==> src/rtl/bk_serial_subtractor.sv <==
// Digit-serial subtractor: D = A - B - BIN, one nibble per clock, LSB nibble first,
// each nibble resolved by a 4-bit Brent-Kung prefix network. Define SIGNED_OVF_EN for signed overflow.
module bk_serial_subtractor #(
    parameter int WIDTH = 16
) (
    input  logic             clk,
    input  logic             rst_n,
    input  logic             in_valid,
    output logic             in_ready,
    input  logic [WIDTH-1:0] a,
    input  logic [WIDTH-1:0] b,
    input  logic             bin,
    output logic             out_valid,
    input  logic             out_ready,
    output logic [WIDTH-1:0] d,
    output logic             bout,
    output logic             ovf
);
    localparam int NIB = WIDTH / 4;
    localparam int CW  = (NIB > 1) ? $clog2(NIB) : 1;
    localparam logic [CW-1:0] LAST = CW'(NIB - 1);

    typedef enum logic [1:0] {IDLE, CALC, DONE} state_t;

    state_t           state_q, state_d;
    logic [CW-1:0]    cnt_q, cnt_d;
    logic [WIDTH-1:0] a_q, a_d, b_q, b_d, d_q, d_d;
    logic             c_q, c_d, bout_q, bout_d;
    logic             in_ready_q, in_ready_d, out_valid_q, out_valid_d;
`ifdef SIGNED_OVF_EN
    logic             ovf_q, ovf_d;
`endif

    logic [CW+1:0] base;
    logic [3:0]    p, g, s;
    logic          g10, p10, g32, p32, c1, c2, c3, c4;

    // Nibble-level Brent-Kung prefix on A + ~B + carry.
    always_comb begin
        base = {cnt_q, 2'b00};
        p    = a_q[base +: 4] ^ ~b_q[base +: 4];
        g    = a_q[base +: 4] & ~b_q[base +: 4];
        g10  = g[1] | (p[1] & g[0]);
        p10  = p[1] & p[0];
        g32  = g[3] | (p[3] & g[2]);
        p32  = p[3] & p[2];
        c1   = g[0] | (p[0] & c_q);
        c2   = g10 | (p10 & c_q);
        c3   = g[2] | (p[2] & c2);
        c4   = g32 | (p32 & c2);
        s    = p ^ {c3, c2, c1, c_q};
    end

    // NOTE: every signal written here gets a default first, so no path leaves one unassigned and infers a latch.
    always_comb begin
        state_d = state_q;
        cnt_d   = cnt_q;
        a_d     = a_q;
        b_d     = b_q;
        c_d     = c_q;
        d_d     = d_q;
        bout_d  = bout_q;
`ifdef SIGNED_OVF_EN
        ovf_d   = ovf_q;
`endif
        case (state_q)
            IDLE: begin
                if (in_valid) begin
                    a_d     = a;
                    b_d     = b;
                    c_d     = ~bin;
                    cnt_d   = '0;
                    state_d = CALC;
                end
            end
            CALC: begin
                d_d[base +: 4] = s;
                c_d            = c4;
                cnt_d          = cnt_q + 1'b1;
                if (cnt_q == LAST) begin
                    state_d = DONE;
                    bout_d  = ~c4;
`ifdef SIGNED_OVF_EN
                    ovf_d   = (a_q[WIDTH-1] != b_q[WIDTH-1]) && (s[3] != a_q[WIDTH-1]);
`endif
                end
            end
            DONE: begin
                if (out_ready) state_d = IDLE;
            end
            default: state_d = IDLE;
        endcase
        in_ready_d  = (state_d == IDLE);
        out_valid_d = (state_d == DONE);
    end

    // NOTE: sequential state uses non-blocking assignments so all flops update together at the edge.
    always_ff @(posedge clk) begin
        if (!rst_n) begin
            state_q     <= IDLE;
            cnt_q       <= '0;
            a_q         <= '0;
            b_q         <= '0;
            c_q         <= 1'b0;
            d_q         <= '0;
            bout_q      <= 1'b0;
            in_ready_q  <= 1'b1;
            out_valid_q <= 1'b0;
`ifdef SIGNED_OVF_EN
            ovf_q       <= 1'b0;
`endif
        end else begin
            state_q     <= state_d;
            cnt_q       <= cnt_d;
            a_q         <= a_d;
            b_q         <= b_d;
            c_q         <= c_d;
            d_q         <= d_d;
            bout_q      <= bout_d;
            in_ready_q  <= in_ready_d;
            out_valid_q <= out_valid_d;
`ifdef SIGNED_OVF_EN
            ovf_q       <= ovf_d;
`endif
        end
    end

    assign in_ready  = in_ready_q;
    assign out_valid = out_valid_q;
    assign d         = d_q;
    assign bout      = bout_q;
`ifdef SIGNED_OVF_EN
    assign ovf       = ovf_q;
`else
    assign ovf       = 1'b0;
`endif

endmodule

==> config.mk <==
export PLATFORM = sky130hd
export DESIGN_NAME = bk_serial_subtractor
export DESIGN_NICKNAME = d
export VERILOG_FILES = /design/src/rtl/bk_serial_subtractor.sv
export SDC_FILE = /design/constraint.sdc
export NUM_CORES = 1
export LEC_CHECK = 0
export CAP_MARGIN = 20
export CORE_MARGIN = 5
export CORE_UTILIZATION = 40
export DETAILED_ROUTE_END_ITERATION = 12
export MAX_ROUTING_LAYER = met4
export PLACE_DENSITY = 0.7
export SETUP_SLACK_MARGIN = 0.15
export SKIP_CTS_REPAIR_TIMING = 1
export SYNTH_ARGS = -nofsm -noshare
export SYNTH_HDL_FRONTEND = slang
export SYNTH_SLANG_ARGS = --single-unit
==> constraint.sdc <==
create_clock -name clk -period 2.65 [get_ports clk]
set_input_delay 0.3975 -clock clk [delete_from_list [all_inputs] [get_ports clk]]
set_output_delay 0.3975 -clock clk [all_outputs]
set_load 0.05 [all_outputs]
== Word-level counts from Yosys, hierarchy flattened ==
Index checks and enable logic that the tools add are counted.
Storage, ports and cells
  flip-flop bits (word level): 56
  bits of input ports: 37
Operators by class
  bitwise gates (word level): 20
  shift-type cells: 4
  muxes and demuxes: 9
  reductions and logical operators: 6
  equality and inequality tests: 5
  add/subtract/negate cells: 2
Operators with widths (number)
  variable part select 16 x 5 -> 4 bit: 2
  bitwise mux 16 bit: 1
  variable shift 4 x 6 -> 16 bit, first input constant: 1
  variable part select 4 x 6 -> 16 bit: 1
  bitwise AND 1 bit: 8
  2-to-1 mux 2 bit: 4
  XOR 4 bit: 2
  equality test 2 bit, second input constant: 3
  negator 4 -> 6 bit: 1
  bitwise OR 1 bit: 6
  case mux 2 bit (3 select lines): 1
  AND reduction 2 bit: 3
  bitwise AND 4 bit: 1
  logical NOT 2 bit: 2
  inverter 4 bit: 1
  case mux 2 bit (2 select lines): 1
  adder 2 x 1 -> 2 bit, second input constant: 1
  equality test 2 x 1 -> 1 bit, second input constant: 1
  != test 2 bit, second input constant: 1
  inverter 1 bit: 2
  case mux 1 bit (2 select lines): 1
  nonzero test 2 bit: 1
  2-to-1 mux 1 bit: 1

== Longest topological paths before layout ==
Gate-level depths: netlist of run 1.
  depth in word-level cells: 11
  gate-level depth with buffers: 11

== Worst setup path after synthesis of run 1 ==
Ideal clock, no wire load.
  path kind: register to register
  start point: register cnt_q[0]
  end point: register d_q[15] (netlist: d[15])
  setup time: 0.066 ns
  stages on the path, launching flop included: 11
  period minus slack after synthesis: 2.674 ns
  setup slack: -0.024 ns
  data required time: 2.584 ns
  arrival time: 2.608 ns
  cells stage by stage: dfxtp_1 buf_4 mux4_2 ha_1 a21oi_1 nor2b_1 nor2_1 fa_1 xnor2_1 a22oi_1 nor2b_1
On the way
  cells in the longest elaborated chain, start to end: 11
RTL lines
  start, declared: RTL line 26  | logic [CW-1:0] cnt_q, cnt_d;
  start signal, assigned: RTL line 114  | cnt_q <= cnt_d;
  variable part select 16 x 5 -> 4 bit: RTL line 41, 42
  inverter 4 bit: RTL line 41, 42
  XOR 4 bit / bitwise AND 4 bit (equally long branches): RTL line 41, 42
  bitwise AND 1 bit (on tied branches): RTL line 43, 44
  bitwise OR 1 bit / bitwise AND 1 bit (equally long branches): RTL line 43, 48
  bitwise OR 1 bit: RTL line 48  | c2 = g10 | (p10 & c_q);
  bitwise AND 1 bit: RTL line 49  | c3 = g[2] | (p[2] & c2);
  bitwise OR 1 bit: RTL line 49
  XOR 4 bit: RTL line 51  | s = p ^ {c3, c2, c1, c_q};
  variable part select 4 x 6 -> 16 bit: RTL line 77  | d_d[base +: 4] = s;
  bitwise mux 16 bit *: RTL line 77
  end signal, assigned: RTL line 105  | d_q <= '0;
  end signal, assigned: RTL line 118  | d_q <= d_d;
  end, declared: RTL line 27  | logic [WIDTH-1:0] a_q, a_d, b_q, b_d, d_q, d_d;
Every way passes the cells marked *; elsewhere a longest branch is shown, timed or not.
A chain may end at the register's enable or synchronous reset.

== Final worst setup path of run 1 ==
  start point: register cnt_q[0]
  end point: register d_q[11] (netlist: d[11])
Same word-level chain as after synthesis.

==> impl_metrics.ini, run 1 <==
[sta]
setup_ws_ps = 175
fin_setup_tns_ps = 0
clock.fmax_mhz = 404
period_share = 0.934
clock_skew_ps = 5.50
final-hold-violation-count = 0
tightest_slew_ps = 517
setup_viol = 0
min_period_ps = 2480
max-slew-margin-rel = 0.652
maxSlewViolCount = 0
hold_ws_ps = 465
rsz0062_at_grt = true

[placed_design]
hpwl_mm = 4.19
io_buffers = 55
gp_congestion = 0.748
place_ws_ps = 137
dp_cells = 395

[route]
vias_per_cell = 4.96
ant_nets = 0
drt-total-wl_mm = 5.59
drtPass1Iterations = 4
drt_iter0_drc = 79
vias = 2023
drcViolationCount = 0
wire_per_inst_um = 13.7

[final_layout]
drive_gt1_frac = 0.139
final_cells = 408
layout_commonest_cell = nand2_1
syn_to_final_growth_pct = 31.2
n_fill_cell = 590
layout.nets = 379
antennaDiodeCount = 0
final_cell_mix = nand2_1 (73), clkdlybuf4s50_1 (55), dfxtp_1 (54), a21boi_0 (28), nor2b_1 (11)

[synth]
synth_area_per_cell_sq_um = 9.51
synth_xor_area_frac = 0.00672
synth_top_family_by_area = simple AND/OR/NAND/NOR gates
synth_nets = 323
synth_cells = 274
yosys.area_share.simple = 0.199
synth-compound-area-share = 0.170
synth.ff_latch_count = 56
muxShareOfSynthArea = 0.0730
ys_seq_area_frac = 0.430
yosys_warnings = 0
synthAdderAreaFrac = 0.0634
ys_types = 36
syn-cell-area_sq_um = 2610

[die]
die_height_um = 90.7
die_area_sq_um = 8230
fp.coreArea_sq_um = 6350
start_util = 0.410
die_w_um = 90.7
io_pins = 57
row_count = 29

[clocking]
cts_sinks = 56
path_clk_slew_ps = 100
root_buffer = clkbuf_8
cts-buffers-inserted = 5
clock_latency_ps = 310
clock_path_buffers = 2
cts_tree = yes
htree_levels = 2

[pwr]
finalPower_uw = 1850
p_per_area_nw_per_um2 = 542
vdd_drop_max_uv = 258
leakage_uw = 0.00124

[setup_path]
cp-end-kind = flip-flop
startpoint_type = flip-flop
critPathRequiredTime_ps = 2860
crit_path_max_fanout = 7
criticalPathCategory = reg2reg
arrival_ps = 2680
reg2reg_depth = 8

[worst_hold_path]
min_path_cells = 2
worstHoldPathType = reg2reg

[global_route]
antenna_found_initial = 0
grt_pass1_wl_mm = 9.54
grt_max_degree = 33
gr-usage-all-layers = 0.145
grt_pass1_vias = 2026
grt_overflow = 0

[flow_run]
drv_cap = 0

[status]
outcome = complete, no violations
[metrics by stage]
step	utilization	area, sq um
final	0.539	3420
after global routing	0.539	3420
after CTS	0.522	3310
after detailed placement	0.505	3210
after global placement	0.505	3210
after floorplan	-	2620
[layout make-up]
cell class,instances,area (sq um),area share
inverter,12,45.0,0.0132
tap,77,96.3,0.0282
sequential,56,1130,0.329
multi-input combinational,189,1410,0.412
clock inverter,2,35.0,0.0102
timing repair buffer,66,637,0.186
clock buffer,6,72.6,0.0212
[sequential cells by signal (all words and copies together), names as in the netlist, 2 cells and up]
signal,cells
a_q,16
state_q,2
b_q,16
d,16
cnt_q,2
[critical path: stages, from the launching register on]
cell     delay [ps]
dfxtp_4         410
mux4_2          560
ha_4            290
a21oi_2          50
nor2b_2         150
nor2_2           70
fa_2            430
xnor2_4         160
a22o_1          250
[layer usage]
metal,global-route usage,up-vias,part of all wire
li1,-,1034,-
met1,0.183,929,0.46
met2,0.226,52,0.47
met3,0.0358,8,0.052
met4,0.0471,0,0.016
met5,-,-,0
[cells in the mapped netlist (all sizes together)]
master,instances,share of area
nand2,73,0.11
dfxtp,56,0.43
a21boi,34,0.098
nor2b,13,0.034
inv,12,0.017
buf,11,0.031
ha,10,0.048
a22oi,9,0.026
mux4,8,0.069
clkbuf,6,0.0086
nor2,6,0.0086
a22o,5,0.017
a21oi,4,0.0077
nor3b,3,0.0086
o21ai,3,0.0058
fa,2,0.015
nand3,2,0.0038
nand3b,2,0.0058
xnor2,2,0.0067
a31oi,1,0.0024
a41o,1,0.0043
and2,1,0.0024
and3,1,0.0043
and4b,1,0.0053
conb,1,0.0014
mux2i,1,0.0038
nand4b,1,0.0034
nor4,1,0.0082
nor4b,1,0.0091
o21bai,1,0.0029
o2bb2ai,1,0.0034
o31ai,1,0.0029
[kinds of logic (layout without fill, tap and decap cells)]
family | Yosys count | in the layout
mux | 9 | 9
other cells | 1 | 1
fa+ha+maj | 12 | 12
xor+xnor | 2 | 2
flops | 56 | 56
buf+inv | 29 | 86
simple gates | 105 | 105
compound gates | 60 | 60
[report_power, final]
group | leakage (uW) | switching [uW] | internal [uW] | total [uW]
Clock | 0.0000552 | 271 | 281 | 552
Sequential | 0.000458 | 28.1 | 881 | 909
Combinational | 0.000729 | 200 | 193 | 393
Total | 0.00124 | 499 | 1350 | 1850
[path summary, 6_finish.rpt]
kind	start	to	slack, ps
hold / removal	a_q[12]$_SDFFE_PN0P_	a_q[12]$_SDFFE_PN0P_	470
setup reg to reg	cnt_q[0]$_SDFFE_PN0P_	d[11]$_SDFFE_PN0P_	170
hold reg to reg	a_q[12]$_SDFFE_PN0P_	a_q[12]$_SDFFE_PN0P_	470
setup / recovery	cnt_q[0]$_SDFFE_PN0P_	d[11]$_SDFFE_PN0P_	170
Power figures use the tool's default switching activity.
==> run 2, diff against run 1 <==
--- a/config.mk
+++ b/config.mk
@@ -6,7 +6,6 @@
 export NUM_CORES = 1
 export LEC_CHECK = 0
 export CAP_MARGIN = 20
-export CORE_MARGIN = 5
 export CORE_UTILIZATION = 40
 export DETAILED_ROUTE_END_ITERATION = 12
 export MAX_ROUTING_LAYER = met4
==> run 2 against run 1 <==
  * Clock skew rose by 3.0 ps
  * Routed wire length fell by 0.39%
  * Register-to-register slack improved by 50 ps
  * First-iteration DRC count rose by 19%
  * Sequential power barely moved
  * Via count rose by 0.59%
  * Critical endpoint is now d[14]$_SDFFE_PN0P_
==> impl_metrics.ini, run 2 (synthesis results as in run 1) <==
[sta]
clock.fmax_mhz = 412
rsz0062_at_grt = true
maxSlewViolCount = 0
clock_skew_ps = 8.54
setup_viol = 0
setup_ws_ps = 226
hold_ws_ps = 472
fin_setup_tns_ps = 0
period_share = 0.915
max-slew-margin-rel = 0.652
min_period_ps = 2420
tightest_slew_ps = 518
final-hold-violation-count = 0

[setup_path]
criticalPathCategory = reg2reg
worst-r2r-setup-slack_ps = 230
arrival_ps = 2640
worstReg2RegEnd = d[14]$_SDFFE_PN0P_
crit_path_max_fanout = 6
startpoint_type = flip-flop
r2r-start = cnt_q[0]$_SDFFE_PN0P_
critPathRequiredTime_ps = 2860
endpoint = d[14]$_SDFFE_PN0P_
cp-end-kind = flip-flop
startpoint = cnt_q[0]$_SDFFE_PN0P_
reg2reg_depth = 9

[clocking]
clock_latency_ps = 310
htree_levels = 2
root_buffer = clkbuf_8
cts_tree = yes
cts_sinks = 56
clock_path_buffers = 2
cts-buffers-inserted = 5
path_clk_slew_ps = 100

[die]
die_w_um = 82.7
fp.coreArea_sq_um = 6310
io_pins = 57
die_height_um = 82.7
die_area_sq_um = 6840
row_count = 29
start_util = 0.413

[global_route]
grt_pass1_wl_mm = 8.60
grt_pass1_vias = 1899
grt_max_degree = 36
antenna_found_initial = 0
grt_overflow = 0
gr-usage-all-layers = 0.171

[route]
drcViolationCount = 0
ant_nets = 0
drtPass1Iterations = 4
drt-total-wl_mm = 5.57
vias_per_cell = 5.00
wire_per_inst_um = 13.7
drt_iter0_drc = 94
vias = 2035

[status]
outcome = complete, no violations

[final_layout]
drive_gt1_frac = 0.142
layout_commonest_cell = nand2_1
final_cells = 407
antennaDiodeCount = 0
syn_to_final_growth_pct = 31.7
final_cell_mix = nand2_1 (73), clkdlybuf4s50_1 (55), dfxtp_1 (54), a21boi_0 (28), nor2b_1 (11)
layout.nets = 379

[worst_hold_path]
min_from = a_q[15]$_SDFFE_PN0P_
worstHoldPathType = reg2reg

[pwr]
leakage_uw = 0.00125
vdd_drop_max_uv = 268
p_per_area_nw_per_um2 = 554
finalPower_uw = 1900

[placed_design]
io_buffers = 55
gp_congestion = 0.763
hpwl_mm = 3.97
place_ws_ps = 132
dp_cells = 395

[flow_run]
drv_cap = 0
## run 2: how the worst min path moves through the flow
stage	endpoint	slack (ps)	cells past startpoint
4_1_cts	a_q[3]$_SDFFE_PN0P_	470	2
3_3_place_gp	d[6]$_SDFFE_PN0P_	450	2
3_5_place_dp	a_q[3]$_SDFFE_PN0P_	450	2
2_1_floorplan	a_q[6]$_SDFFE_PN0P_	430	2
5_1_grt	b_q[13]$_SDFFE_PN0P_	490	2
6_report	a_q[15]$_SDFFE_PN0P_	470	2
## run 2: power breakdown
group | internal [uW] | switching [uW]
logic | 190 | 201
clock network | 334 | 268
registers | 881 | 28.8
total | 1400 | 498
## run 2: layout make-up
type / count / area [sq um]
clock buffers: 6 / 93.8
fillers: 593 / 2880
clock inverters: 1 / 30.0
flip-flops and latches: 56 / 1130
multi-input cells: 189 / 1410
inverters: 12 / 45.0
repair buffers: 66 / 634
well taps: 77 / 96.3
## run 2: critical path: stages, from the launching register on
cell     delay [ps]
dfxtp_4         410
mux4_2          550
ha_4            290
a21oi_2          50
nor2b_2         150
nor2_2           70
fa_2            550
inv_2            60
a22oi_2         150
nor2b_1          70
## run 2: per-stage QoR
| step | utilization | area (sq um) |
|---|---|---|
| floorplan | - | 2620 |
| global placement | 0.508 | 3210 |
| finish | 0.544 | 3430 |
| CTS | 0.528 | 3330 |
| global route | 0.544 | 3430 |
| detailed placement | 0.508 | 3210 |
## run 2: layer usage
metal	global-route usage	wire length, um	up-vias	share of wire
met1	0.218	2630	961	0.47
met5	-	0	-	0
met4	0.0517	68	0	0.012
li1	-	-	1035	-
met2	0.273	2680	33	0.48
met3	0.0330	189	6	0.034
